===== src/rtl/pwm_pkg.sv =====
// Shared PWM definitions: ramp controller state encoding and default channel width.
package pwm_pkg;

    localparam int unsigned PWM_WIDTH = 8;

    typedef enum logic [1:0] {
        IDLE = 2'd0,
        RAMP = 2'd1,
        HOLD = 2'd2
    } pwm_state_e;

endpackage


===== src/rtl/pwm_ramp_step.sv =====
// Next-duty computation: one step toward target, clamped so the duty never overshoots or wraps.
module pwm_ramp_step
    import pwm_pkg::*;
#(
    parameter int unsigned WIDTH = PWM_WIDTH
) (
    input  logic [WIDTH-1:0] duty,
    input  logic [WIDTH-1:0] target,
    input  logic [WIDTH-1:0] step,
    output logic [WIDTH-1:0] next_duty,
    output logic             reached
);

    logic [WIDTH:0] duty_ext;
    logic [WIDTH:0] target_ext;
    logic [WIDTH:0] step_ext;
    logic [WIDTH:0] diff;
    logic           up;

    assign duty_ext   = {1'b0, duty};
    assign target_ext = {1'b0, target};
    assign step_ext   = {1'b0, step};

    assign up      = target_ext > duty_ext;
    assign diff    = up ? (target_ext - duty_ext) : (duty_ext - target_ext);
    assign reached = diff <= step_ext;

    // Outside the reach window the full step is strictly inside the range, so truncation is exact.
    always_comb begin
        next_duty = target;
        if (!reached) begin
            if (up) begin
                next_duty = WIDTH'(duty_ext + step_ext);
            end else begin
                next_duty = WIDTH'(duty_ext - step_ext);
            end
        end
    end

endmodule


===== src/rtl/pwm_ramp_ctrl.sv =====
// PWM duty ramp controller: accepts target/step commands and walks duty_cycle toward target
// one step per PWM period.
module pwm_ramp_ctrl
    import pwm_pkg::*;
#(
    parameter int unsigned     WIDTH      = PWM_WIDTH,
    parameter logic [WIDTH-1:0] RESET_DUTY = '0
) (
    input  logic             clk,
    input  logic             reset,
    input  logic             run,
    input  logic             cmd_valid,
    output logic             cmd_ready,
    input  logic [WIDTH-1:0] cmd_target,
    input  logic [WIDTH-1:0] cmd_step,
    input  logic             period_complete,
    output logic             pwm_enable,
    output logic [WIDTH-1:0] duty_cycle,
    output logic             busy,
    output logic             done
);

    pwm_state_e       state_q;
    pwm_state_e       state_d;
    logic [WIDTH-1:0] target_q;
    logic [WIDTH-1:0] target_d;
    logic [WIDTH-1:0] step_q;
    logic [WIDTH-1:0] step_d;
    logic [WIDTH-1:0] duty_d;
    logic             pwm_enable_d;
    logic             busy_d;
    logic             done_d;
    logic             xfer;
    logic [WIDTH-1:0] step_next;
    logic             step_reached;

    assign cmd_ready = (state_q != RAMP);
    assign xfer      = cmd_valid && cmd_ready;

    pwm_ramp_step #(
        .WIDTH (WIDTH)
    ) u_step (
        .duty      (duty_cycle),
        .target    (target_q),
        .step      (step_q),
        .next_duty (step_next),
        .reached   (step_reached)
    );

    // Next state, latched command and next duty; a transfer always takes priority over stepping.
    always_comb begin
        state_d  = state_q;
        target_d = target_q;
        step_d   = step_q;
        duty_d   = duty_cycle;
        done_d   = 1'b0;

        if (xfer) begin
            target_d = cmd_target;
            step_d   = (cmd_step == '0) ? WIDTH'(1) : cmd_step;
        end

        unique case (state_q)
            IDLE: begin
                if (run) begin
                    state_d = (duty_cycle != target_d) ? RAMP : HOLD;
                end
            end
            HOLD: begin
                if (!run) begin
                    state_d = IDLE;
                end else if (xfer && (cmd_target != duty_cycle)) begin
                    state_d = RAMP;
                end
            end
            RAMP: begin
                if (!run) begin
                    state_d = IDLE;
                end else if (period_complete) begin
                    duty_d = step_next;
                    if (step_reached) begin
                        state_d = HOLD;
                        done_d  = 1'b1;
                    end
                end
            end
            default: state_d = IDLE;
        endcase

        pwm_enable_d = (state_d != IDLE);
        busy_d       = (state_d == RAMP);
    end

    always_ff @(posedge clk) begin
        if (reset) begin
            state_q    <= IDLE;
            target_q   <= RESET_DUTY;
            step_q     <= WIDTH'(1);
            duty_cycle <= RESET_DUTY;
            pwm_enable <= 1'b0;
            busy       <= 1'b0;
            done       <= 1'b0;
        end else begin
            state_q    <= state_d;
            target_q   <= target_d;
            step_q     <= step_d;
            duty_cycle <= duty_d;
            pwm_enable <= pwm_enable_d;
            busy       <= busy_d;
            done       <= done_d;
        end
    end

endmodule

===== config.mk =====
export PLATFORM = sky130hd
export DESIGN_NAME = pwm_ramp_ctrl
export DESIGN_NICKNAME = d
export VERILOG_FILES = /design/src/rtl/pwm_pkg.sv /design/src/rtl/pwm_ramp_step.sv /design/src/rtl/pwm_ramp_ctrl.sv
export SDC_FILE = /design/constraint.sdc
export NUM_CORES = 1
export LEC_CHECK = 0
export CORE_UTILIZATION = 52
export CTS_CLUSTER_SIZE = 8
export DETAILED_ROUTE_END_ITERATION = 6
export PLACE_DENSITY = 0.83
export SKIP_LAST_GASP = 1
export SLEW_MARGIN = 20
export SYNTH_ARGS = -nofsm -noshare
export SYNTH_HDL_FRONTEND = slang
export SYNTH_HIERARCHICAL = 1
export SYNTH_SLANG_ARGS = --single-unit

===== constraint.sdc =====
create_clock -name clk -period 7.4 [get_ports clk]
set_clock_uncertainty 0.2 [all_clocks]
set_input_delay 1.85 -clock clk [delete_from_list [all_inputs] [get_ports clk]]
set_output_delay 1.85 -clock clk [all_outputs]
set_load 0.005 [all_outputs]

* Word level (Yosys, flattened, before mapping)
Cells that the tools add are included.
** Word-level totals
- Bits in registers :: 29
- Latch bits :: 0
- RAM bits :: 0
- Bits in read-only memories :: 0
- Input bits :: 21
- Output and inout port bits :: 12
- Word-level logic and storage cells :: 43
- Memories :: 0
** Cells by class
- $add $sub $neg :: 4
- Multiply operators :: 0
- Divide/modulo/power cells :: 0
- Order comparisons :: 2
- Eq/ne operators :: 6
- Shifts and indexed selects :: 0
- Mux-type cells :: 14
- Bitwise gates (word level) :: 3
- Reduce and logical (&&, ||, !) cells :: 7
** Operators by type and width (number)
- 8-bit two-way mux :: 4
- 8-bit by 8-bit subtractor with 9-bit output :: 2
- 8-bit inequality test :: 2
- 2-bit two-way mux :: 7
- 9-bit by 8-bit less-or-equal comparator with 1-bit output :: 1
- 9-bit two-way mux :: 1
- 8-bit adder :: 1
- 8-bit > comparator :: 1
- 8-bit zero test :: 1
- 8-bit subtractor :: 1
- 2-bit case mux with 3 select lines :: 1
- 2-bit by 1-bit equality test with 1-bit output (second input constant) :: 2
- 4-bit OR reduction :: 1
- 1-bit inverter :: 3
- 3-bit AND reduction :: 1
- 2-bit equality test (second input constant) :: 1
- 1-bit logical AND :: 2
- 2-bit zero test :: 1
- 2-bit by 1-bit inequality test with 1-bit output (second input constant) :: 1
- 2-bit nonzero test :: 1
- 1-bit two-way mux :: 1

* Longest topological paths before layout
Gate-level depths: netlist of the first run.
- Word-level depth :: 8
- Mapped depth :: 22
- Gate-level depth less buffers :: 19

* By module
Netlist of the first run, hierarchy kept.
** By module, submodules not included
- pwm_ramp_step :: times used 1, cells an instance 192, area each 1447.6 µm², seq. area each 0.0 µm²
- pwm_ramp_ctrl :: times used 1, cells an instance 165, area each 1333.8 µm², seq. area each 580.6 µm²

* Least setup slack after synthesis of the first run
OpenSTA, ideal clock, no wires.
- Kind :: reg2reg
- Start point :: reg duty_cycle[1]
- End point :: reg busy
- Setup time :: 0.137 ns
- Arrival time :: 3.980 ns
- Data required time :: 7.063 ns
- Setup slack :: 3.084 ns
- Stages on the path, launching flop included :: 21
- Path buffers :: 2
- Period minus slack after synthesis :: 4.316 ns
- Path through :: dfxtp_1 inv_1 ha_1 nor2b_1 o211ai_1 nand3_2 nand2_4 buf_2 mux2_2 ha_1 nor2b_1 o21ai_0 a21oi_1 o31a_1 o22a_1 or2_1 buf_6 inv_1 nand2_1 a22oi_1 o22ai_1
** On the way
- Cells in the longest elaborated chain, start to end :: 8
- Elaborated cells between the ends (all ways) :: 17
- Classes of those cells :: add/sub: 2; order compare: 2; eq/ne: 3; mux: 9; reduce/logical: 1
** Ends and longest elaborated chain
- start: declaration :: RTL line pwm_ramp_ctrl.sv:18 : output logic [WIDTH-1:0] duty_cycle,
- start signal: assignment :: RTL line pwm_ramp_ctrl.sv:107 : duty_cycle <= duty_d;
- 8-bit by 8-bit subtractor with 9-bit output or 8-bit > comparator (tied branches) :: RTL line pwm_ramp_step.sv:25, pwm_ramp_step.sv:24
- 9-bit two-way mux * :: RTL line pwm_ramp_step.sv:25 : assign diff = up ? (target_ext - duty_ext) : (duty_ext - target_ext);
- 9-bit by 8-bit less-or-equal comparator with 1-bit output * :: RTL line pwm_ramp_step.sv:26 : assign reached = diff <= step_ext;
- via step_reached :: RTL line pwm_ramp_ctrl.sv:35 : logic step_reached;
- 2-bit two-way mux * :: RTL line pwm_ramp_ctrl.sv:81 : if (step_reached) begin
- 2-bit two-way mux * :: RTL line pwm_ramp_ctrl.sv:79 : end else if (period_complete) begin
- 2-bit two-way mux * :: RTL line pwm_ramp_ctrl.sv:77 : if (!run) begin
- 2-bit case mux with 3 select lines * :: RTL line pwm_ramp_ctrl.sv:63 : unique case (state_q)
- 2-bit by 1-bit equality test with 1-bit output * :: RTL line pwm_ramp_ctrl.sv:91 : busy_d = (state_d == RAMP);
- end signal: assignment :: RTL line pwm_ramp_ctrl.sv:109 : busy <= busy_d;
- end: declaration :: RTL line pwm_ramp_ctrl.sv:19 : output logic busy,
The timed path passes the listed nets; every way through them passes the cells marked *.
A chain may end at the register's enable or synchronous reset.

* Worst setup path after layout of the first run
- Start point :: reg duty_cycle[4]
- End point :: reg state_q[0]
** On the way
- Cells in the longest elaborated chain, start to end :: 7
- Elaborated cells between the ends (all ways) :: 16
- Classes of those cells :: add/sub: 2; order compare: 2; eq/ne: 2; mux: 9; reduce/logical: 1
** Ends and longest elaborated chain
- 8-bit by 8-bit subtractor with 9-bit output or 8-bit > comparator (tied branches) :: RTL line pwm_ramp_step.sv:25, pwm_ramp_step.sv:24
- 9-bit two-way mux * :: RTL line pwm_ramp_step.sv:25
- 9-bit by 8-bit less-or-equal comparator with 1-bit output * :: RTL line pwm_ramp_step.sv:26
- via step_reached :: RTL line pwm_ramp_ctrl.sv:35
- 2-bit two-way mux * :: RTL line pwm_ramp_ctrl.sv:81
- 2-bit two-way mux * :: RTL line pwm_ramp_ctrl.sv:79
- 2-bit two-way mux * :: RTL line pwm_ramp_ctrl.sv:77
- 2-bit case mux with 3 select lines * :: RTL line pwm_ramp_ctrl.sv:63
- end signal: assignment :: RTL line pwm_ramp_ctrl.sv:104 : state_q <= state_d;
- end: declaration :: RTL line pwm_ramp_ctrl.sv:23 : pwm_state_e state_q;
Marked as above.

==> results_dict.tcl, run 1 <==
set metrics [dict create \
    grt_overflow_total 0 \
    numCtsBuffers 5 \
    finalNonFillerCells 455 \
    placedInstanceArea_mm2 0.003114 \
    design.final.nets 440 \
    coreArea_mm2 0.005140 \
    fin_crit_ps 4850 \
    r2r-start "duty_cycle[4]$_SDFFE_PP0P_" \
    ctsHoldBuffers 0 \
    drv_cap 0 \
    area_growth_pct 14.84 \
    die_width_um 75.14 \
    r2r_cells 19 \
    tightestPinTransition_ps 427.3 \
    ys_seq_area_frac 0.2087 \
    grt_pass1_wl_um 11790 \
    syn_nets 413 \
    clk_pin_slew_ps 60 \
    finalSetupTns_ps 0 \
    cp_slowest_cell "dfxtp_1" \
    whs_ps 300.3 \
    postCtsSetupBuffers 0 \
    synth_edf_count 0 \
    synth-main-ff-cell "dfxtp_1" \
    maxSlewViolCount 0 \
    die_area_mm2 0.005645 \
    max_stage_delay_ps 500 \
    dp_cells 447 \
    wirelength_um 7336 \
    htreeDepth 2 \
    cp-end-kind "register" \
    clockBufferDepth 2 \
    start_util 0.5411 \
    worst_r2r_endpoint "state_q[0]$_SDFF_PP0_" \
    numPortBuffers 32 \
    grt_max_degree 26 \
    rows 26 \
    required_ps 7350 \
    reg2reg_slack_ps 2550 \
    cts_tree "built" \
    hpwl_um 5766 \
    worstSetupPathType "reg2reg" \
    synth.cell_area_mm2 0.002781 \
    wl_per_cell_um 16.12 \
    power_leakage_nw 1.323 \
    ant_nets 0 \
    crit_fanout 15 \
    rsz0062_at_grt "no" \
    grt_use_total 0.2770 \
    grt_antenna_before_repair 0 \
    power_density_mw_per_mm2 355.2 \
    route.detailed.drc 0 \
    die-height_um 75.14 \
    via_per_inst 5.835 \
    max_freq_ghz 0.2062 \
    vias 2655 \
    antenna_cells 0 \
    cts_resized 0 \
    grt_pass1_vias 2597 \
    io_pins 33 \
    hp-class "reg2reg" \
    synthArstFlopShare 0 \
    drive_above_1_share 0.05714 \
    ir_worst_vdd_v 0.0001603 \
    crit_start "duty_cycle[4]$_SDFFE_PP0P_" \
    fin_crit_sh 0.6554 \
    yosysUniqueCellTypes 55 \
    clock_latency_ps 280 \
    path_cells "inv_1, ha_1, and2_4, a221oi_4, nand3_2, nand2_4, mux2i_1, xor2_1, ha_1, a21o_1, a21oi_1, nor2b_1, o31a_1, o22a_1, or2_1, inv_1, nand2_1, a22oi_1, o22ai_1" \
    status "completed" \
    place_congestion 0.8701 \
    relSlewSlack 0.7147 \
    syn_area_per_cell_um2 7.791 \
    whs_path_depth 2 \
    cp.arrival_ps 4800 \
    cts_sinks 29 \
    yosys_register_bits 29 \
    yosys_warnings 6 \
    finalInstanceArea_mm2 0.003194 \
    startpoint_type "register" \
    postSynthCellCount 357 \
    firstDrtPassIters 5 \
    hold_end "step_q[1]$_SDFFE_PP0P_" \
    ctsRootBufferMaster "clkbuf_8" \
    hold_start "step_q[1]$_SDFFE_PP0P_" \
    post-route-util 0.6215 \
    hold_viol 0 \
    drt_iter0_markers 165 \
    finalSetupViolations 0 \
]
==> cells by family (layout without fill, tap and decap cells) <==
family                   count (synthesis)  after routing  share of synthesized area
flip-flops                              29             29                     0.2087
buffers and inverters                   53             81                    0.08457
multiplexers                            11             11                    0.04183
adder cells (fa/ha/maj)                 35             35                     0.1655
AO/OA/AOI/OAI                          104            104                     0.2375
AND/OR/NAND/NOR                         99             99                     0.1799
XOR/XNOR                                26             26                    0.08187
==> routing by layer <==
layer	part of all wire	track usage	wire (um)	vias to the layer above
met2	0.49	0.4775	3594	85
met3	0.051	0.05087	376	22
met5	0	0	0	-
met1	0.43	0.3371	3157	1244
li1	-	-	-	1304
met4	0.028	0.1214	206	0
==> metrics by stage <==
step                      setup slack (ps)  power (mW)
after global placement                2809      0.9708
after floorplan                       3084      0.8359
after global routing                  2288       1.224
after detailed placement              2662      0.9919
final                                 2550       1.135
after CTS                             2637       1.125
==> state kept, by name (all words and copies together), names as in the netlist <==
name,cells
duty_cycle,8
step_q,8
target_q,8
state_q,2
busy,1
done,1
pwm_enable,1
==> cells in the mapped netlist, drive strengths merged, types with 5 or more instances <==
cell type  count  share of area
a21oi         42          0.077
nor3          10          0.018
nand3         11          0.022
buf            7          0.022
nor2b          7          0.018
mux2i          9          0.032
nor2          10          0.016
clkbuf         6         0.0081
xor2          12          0.038
dfxtp         29           0.21
a21o          11          0.030
ha            32           0.14
o22ai          7          0.016
nor4           5          0.011
nand2         42          0.062
xnor2         14          0.044
o21ai         20          0.036
inv           40          0.055
==> worst max-delay path by stage <==
| stage | to | slack, ps |
|---|---|---|
| global placement | busy$_SDFF_PP0_ | 2810 |
| finish | state_q[0]$_SDFF_PP0_ | 2550 |
| detailed placement | busy$_SDFF_PP0_ | 2660 |
| CTS | busy$_SDFF_PP0_ | 2640 |
| global route | busy$_SDFF_PP0_ | 2290 |
| floorplan | busy$_SDFF_PP0_ | 3080 |
==> worst max-delay path, delay by kind of cell (launching register included) <==
| family | cells | cell delay, ps |
|---|---|---|
| simple gates | 6 | 1190 |
| mux | 1 | 290 |
| fa+ha+maj | 2 | 710 |
| xor+xnor | 1 | 200 |
| flops | 1 | 500 |
| buf+inv | 2 | 190 |
| compound gates | 7 | 1420 |
==> placed cells by master, fill, tap and decap left out, drive strengths merged, types with 2 or more instances in the layout <==
master         count
inv               40
a21oi             42
fa                 3
a21o              11
xnor2             14
o22ai              7
nor2              10
nand2b             3
nor2b              7
a211o              3
nand3             11
clkdlybuf4s50     32
or2                3
o21ai             20
a211oi             2
xor2              12
o31ai              2
nor4               5
or3                3
dfxtp             29
mux2i              9
ha                32
mux2               2
clkbuf             8
a221oi             3
nand2             42
nand4              3
nor3              10
a31oi              3
==> final cells by class <==
type                       instances  area, um^2
multi-input combinational        275        1966
fill                             495        1946
sequential                        29       580.6
timing repair buffer              33       327.8
inverter                          40       152.6
tap                               70       87.58
clock buffer                       8       80.08
==> power breakdown <==
| group | internal [mW] | total (mW) | switching [mW] | leakage (nW) |
|---|---|---|---|---|
| clock network | 0.0667 | 0.125 | 0.0581 | 0.0395 |
| registers | 0.174 | 0.204 | 0.0304 | 0.237 |
| logic | 0.361 | 0.805 | 0.444 | 1.05 |
No activity file was read; power rests on OpenSTA's default activity.
==> run 2, diff against run 1 <==
Settings changed: CORE_UTILIZATION 52 to 51, PLACE_DENSITY 0.83 to 0.85.
Clock period 7.4 ns to 4.3 ns, I/O delays scaled along.
==> results_dict.tcl, run 2 (synthesis gave the netlist of run 1 again) <==
set metrics [dict create \
    htreeDepth 2 \
    grt_pass1_vias 2704 \
    grt_overflow_total 0 \
    io_pins 33 \
    crit_fanout 8 \
    ctsRootBufferMaster "clkbuf_8" \
    path_cells "ha_1, a21o_1, a21oi_2, nand3_2, nand2_4, buf_4, mux2i_1, xnor2_1, ha_1, a21o_1, a21oi_1, nor2b_1, o31a_1, o22a_1, or2_4, inv_1, nand2_1, a22oi_2, o22ai_1" \
    largestRegisters "duty_cycle: 8 flops, step_q: 8 flops, target_q: 8 flops" \
    seq_area_um2 584.3 \
    ant_nets 0 \
    required_ps 4240 \
    worstSetupPathType "reg2reg" \
    cp_slowest_cell "dfxtp_1" \
    finalSetupTns_ps 0 \
    design.final.nets 458 \
    power_leakage_nw 1.418 \
    fin_crit_ps 4151 \
    status "completed" \
    maxSlewViolCount 0 \
    hold_end "pwm_enable$_SDFF_PP0_" \
    ir_worst_vdd_v 0.0003229 \
    die-height_um 75.85 \
    hp-class "reg2reg" \
    coreArea_mm2 0.005172 \
    drv_cap 0 \
    numCtsBuffers 5 \
    reg2reg_slack_ps 150 \
    grt_max_degree 26 \
    cp.arrival_ps 4090 \
    grt_use_total 0.2908 \
    max_freq_ghz 0.2409 \
    rows 26 \
    ctsHoldBuffers 0 \
    clock_latency_ps 290 \
    worst_r2r_endpoint "busy$_SDFF_PP0_" \
    r2r_cells 19 \
    route.detailed.drc 0 \
    layout_common_cells "nand2_1, inv_1, a21oi_1" \
    total_power_mw 2.172 \
    grt_antenna_before_repair 0 \
    cts_sinks 29 \
    antenna_cells 0 \
    finalInstanceArea_mm2 0.003392 \
    cp-end-kind "register" \
    start_util 0.5377 \
    cts_tree "built" \
    power_density_mw_per_mm2 640.2 \
    path_buf_inv 2 \
    hold_viol 0 \
    startpoint_type "register" \
    hold_start "state_q[0]$_SDFF_PP0_" \
    finalSetupViolations 0 \
    fillers 389 \
    die_area_mm2 0.005753 \
    multi_input_area_mm2 0.002022 \
    numPortBuffers 32 \
    place_congestion 0.9479 \
    placedInstanceArea_mm2 0.003222 \
    area_growth_pct 21.95 \
    whs_path_depth 1 \
    grt_pass1_wl_um 12470 \
    r2r-start "target_q[6]$_SDFF_PP0_" \
    wirelength_um 8027 \
    via_per_inst 6.070 \
    dp_cells 461 \
    clk_pin_slew_ps 70 \
    hpwl_um 5945 \
    vias 2871 \
    wl_per_cell_um 16.97 \
    fin_crit_sh 0.9652 \
    firstDrtPassIters 5 \
    path_delay_family "compound AO/OA/AOI/OAI gates" \
    max_stage_delay_ps 450 \
    finalNonFillerCells 473 \
    rsz0062_at_grt "no" \
    final_common_cell "nand2_1" \
    clockBufferDepth 2 \
    drive_above_1_share 0.1390 \
    drt_iter0_markers 216 \
    die_width_um 75.85 \
    tightestPinTransition_ps 539.7 \
    relSlewSlack 0.6380 \
]
## run 2: cell types whose count changed in the layout (fill, tap and decap cells not counted), moves of 3 or more
cell	change
a21oi_1	-4
a21oi_2	+4
buf_4	+18
dfxtp_1	-3
dfxtp_2	+3
ha_1	-3
## run 2: final cells by class
| class | count | area share |
|---|---|---|
| Clock inverter | 2 | 0.002951 |
| Multi-Input combinational cell | 275 | 0.5961 |
| Timing Repair Buffer | 51 | 0.1365 |
| Sequential cell | 29 | 0.1723 |
| Inverter | 40 | 0.04500 |
| Tap cell | 70 | 0.02582 |
| Clock buffer | 6 | 0.02139 |
## run 2: worst max-delay path by stage
stage                                           from                    endpoint  slack [ps]  cells after the start
after detailed placement      target_q[6]$_SDFF_PP0_  duty_cycle[1]$_SDFFE_PP0P_          20                     18
after global routing      duty_cycle[4]$_SDFFE_PP0P_  duty_cycle[3]$_SDFFE_PP0P_           7                     19
after floorplan           duty_cycle[6]$_SDFFE_PP0P_             busy$_SDFF_PP0_           2                     21
after global placement        target_q[6]$_SDFF_PP0_             busy$_SDFF_PP0_         210                     18
after CTS                 duty_cycle[4]$_SDFFE_PP0P_             busy$_SDFF_PP0_          50                     19
final                         target_q[6]$_SDFF_PP0_             busy$_SDFF_PP0_         150                     19
## run 2: power by group
| group | leakage [nW] | switching (mW) | internal [mW] |
|---|---|---|---|
| Clock | 0.0450 | 0.107 | 0.112 |
| Sequential | 0.239 | 0.0318 | 0.300 |
| Combinational | 1.13 | 0.857 | 0.764 |
## run 2: timing repair
item | CTS | global route
pin swaps | 0 | 3
resized for setup | 2 | 12
hold endpoints to repair | 0 | 0
setup endpoints to repair | 3 | 10
buffers inserted | 0 | 4
## run 2: layer usage
| layer | vias up | track usage | part of all wire | routed length (um) |
|---|---|---|---|---|
| met5 | - | 0 | 0 | 0 |
| met4 | 0 | 0.1584 | 0.038 | 306 |
| met3 | 31 | 0.05556 | 0.064 | 516 |
| met2 | 151 | 0.4759 | 0.48 | 3876 |
| met1 | 1341 | 0.3593 | 0.41 | 3328 |
| li1 | 1348 | - | - | - |
## run 2: stage by stage
stage	setup WS (ps)	hold WS, ps	utilization
2_1_floorplan	1.759	254.8	-
3_3_place_gp	212.7	286.6	0.6229
3_5_place_dp	16.33	292.9	0.6229
4_1_cts	53.60	310.4	0.6401
5_1_grt	7.330	359.3	0.6558
6_report	149.4	311.7	0.6558
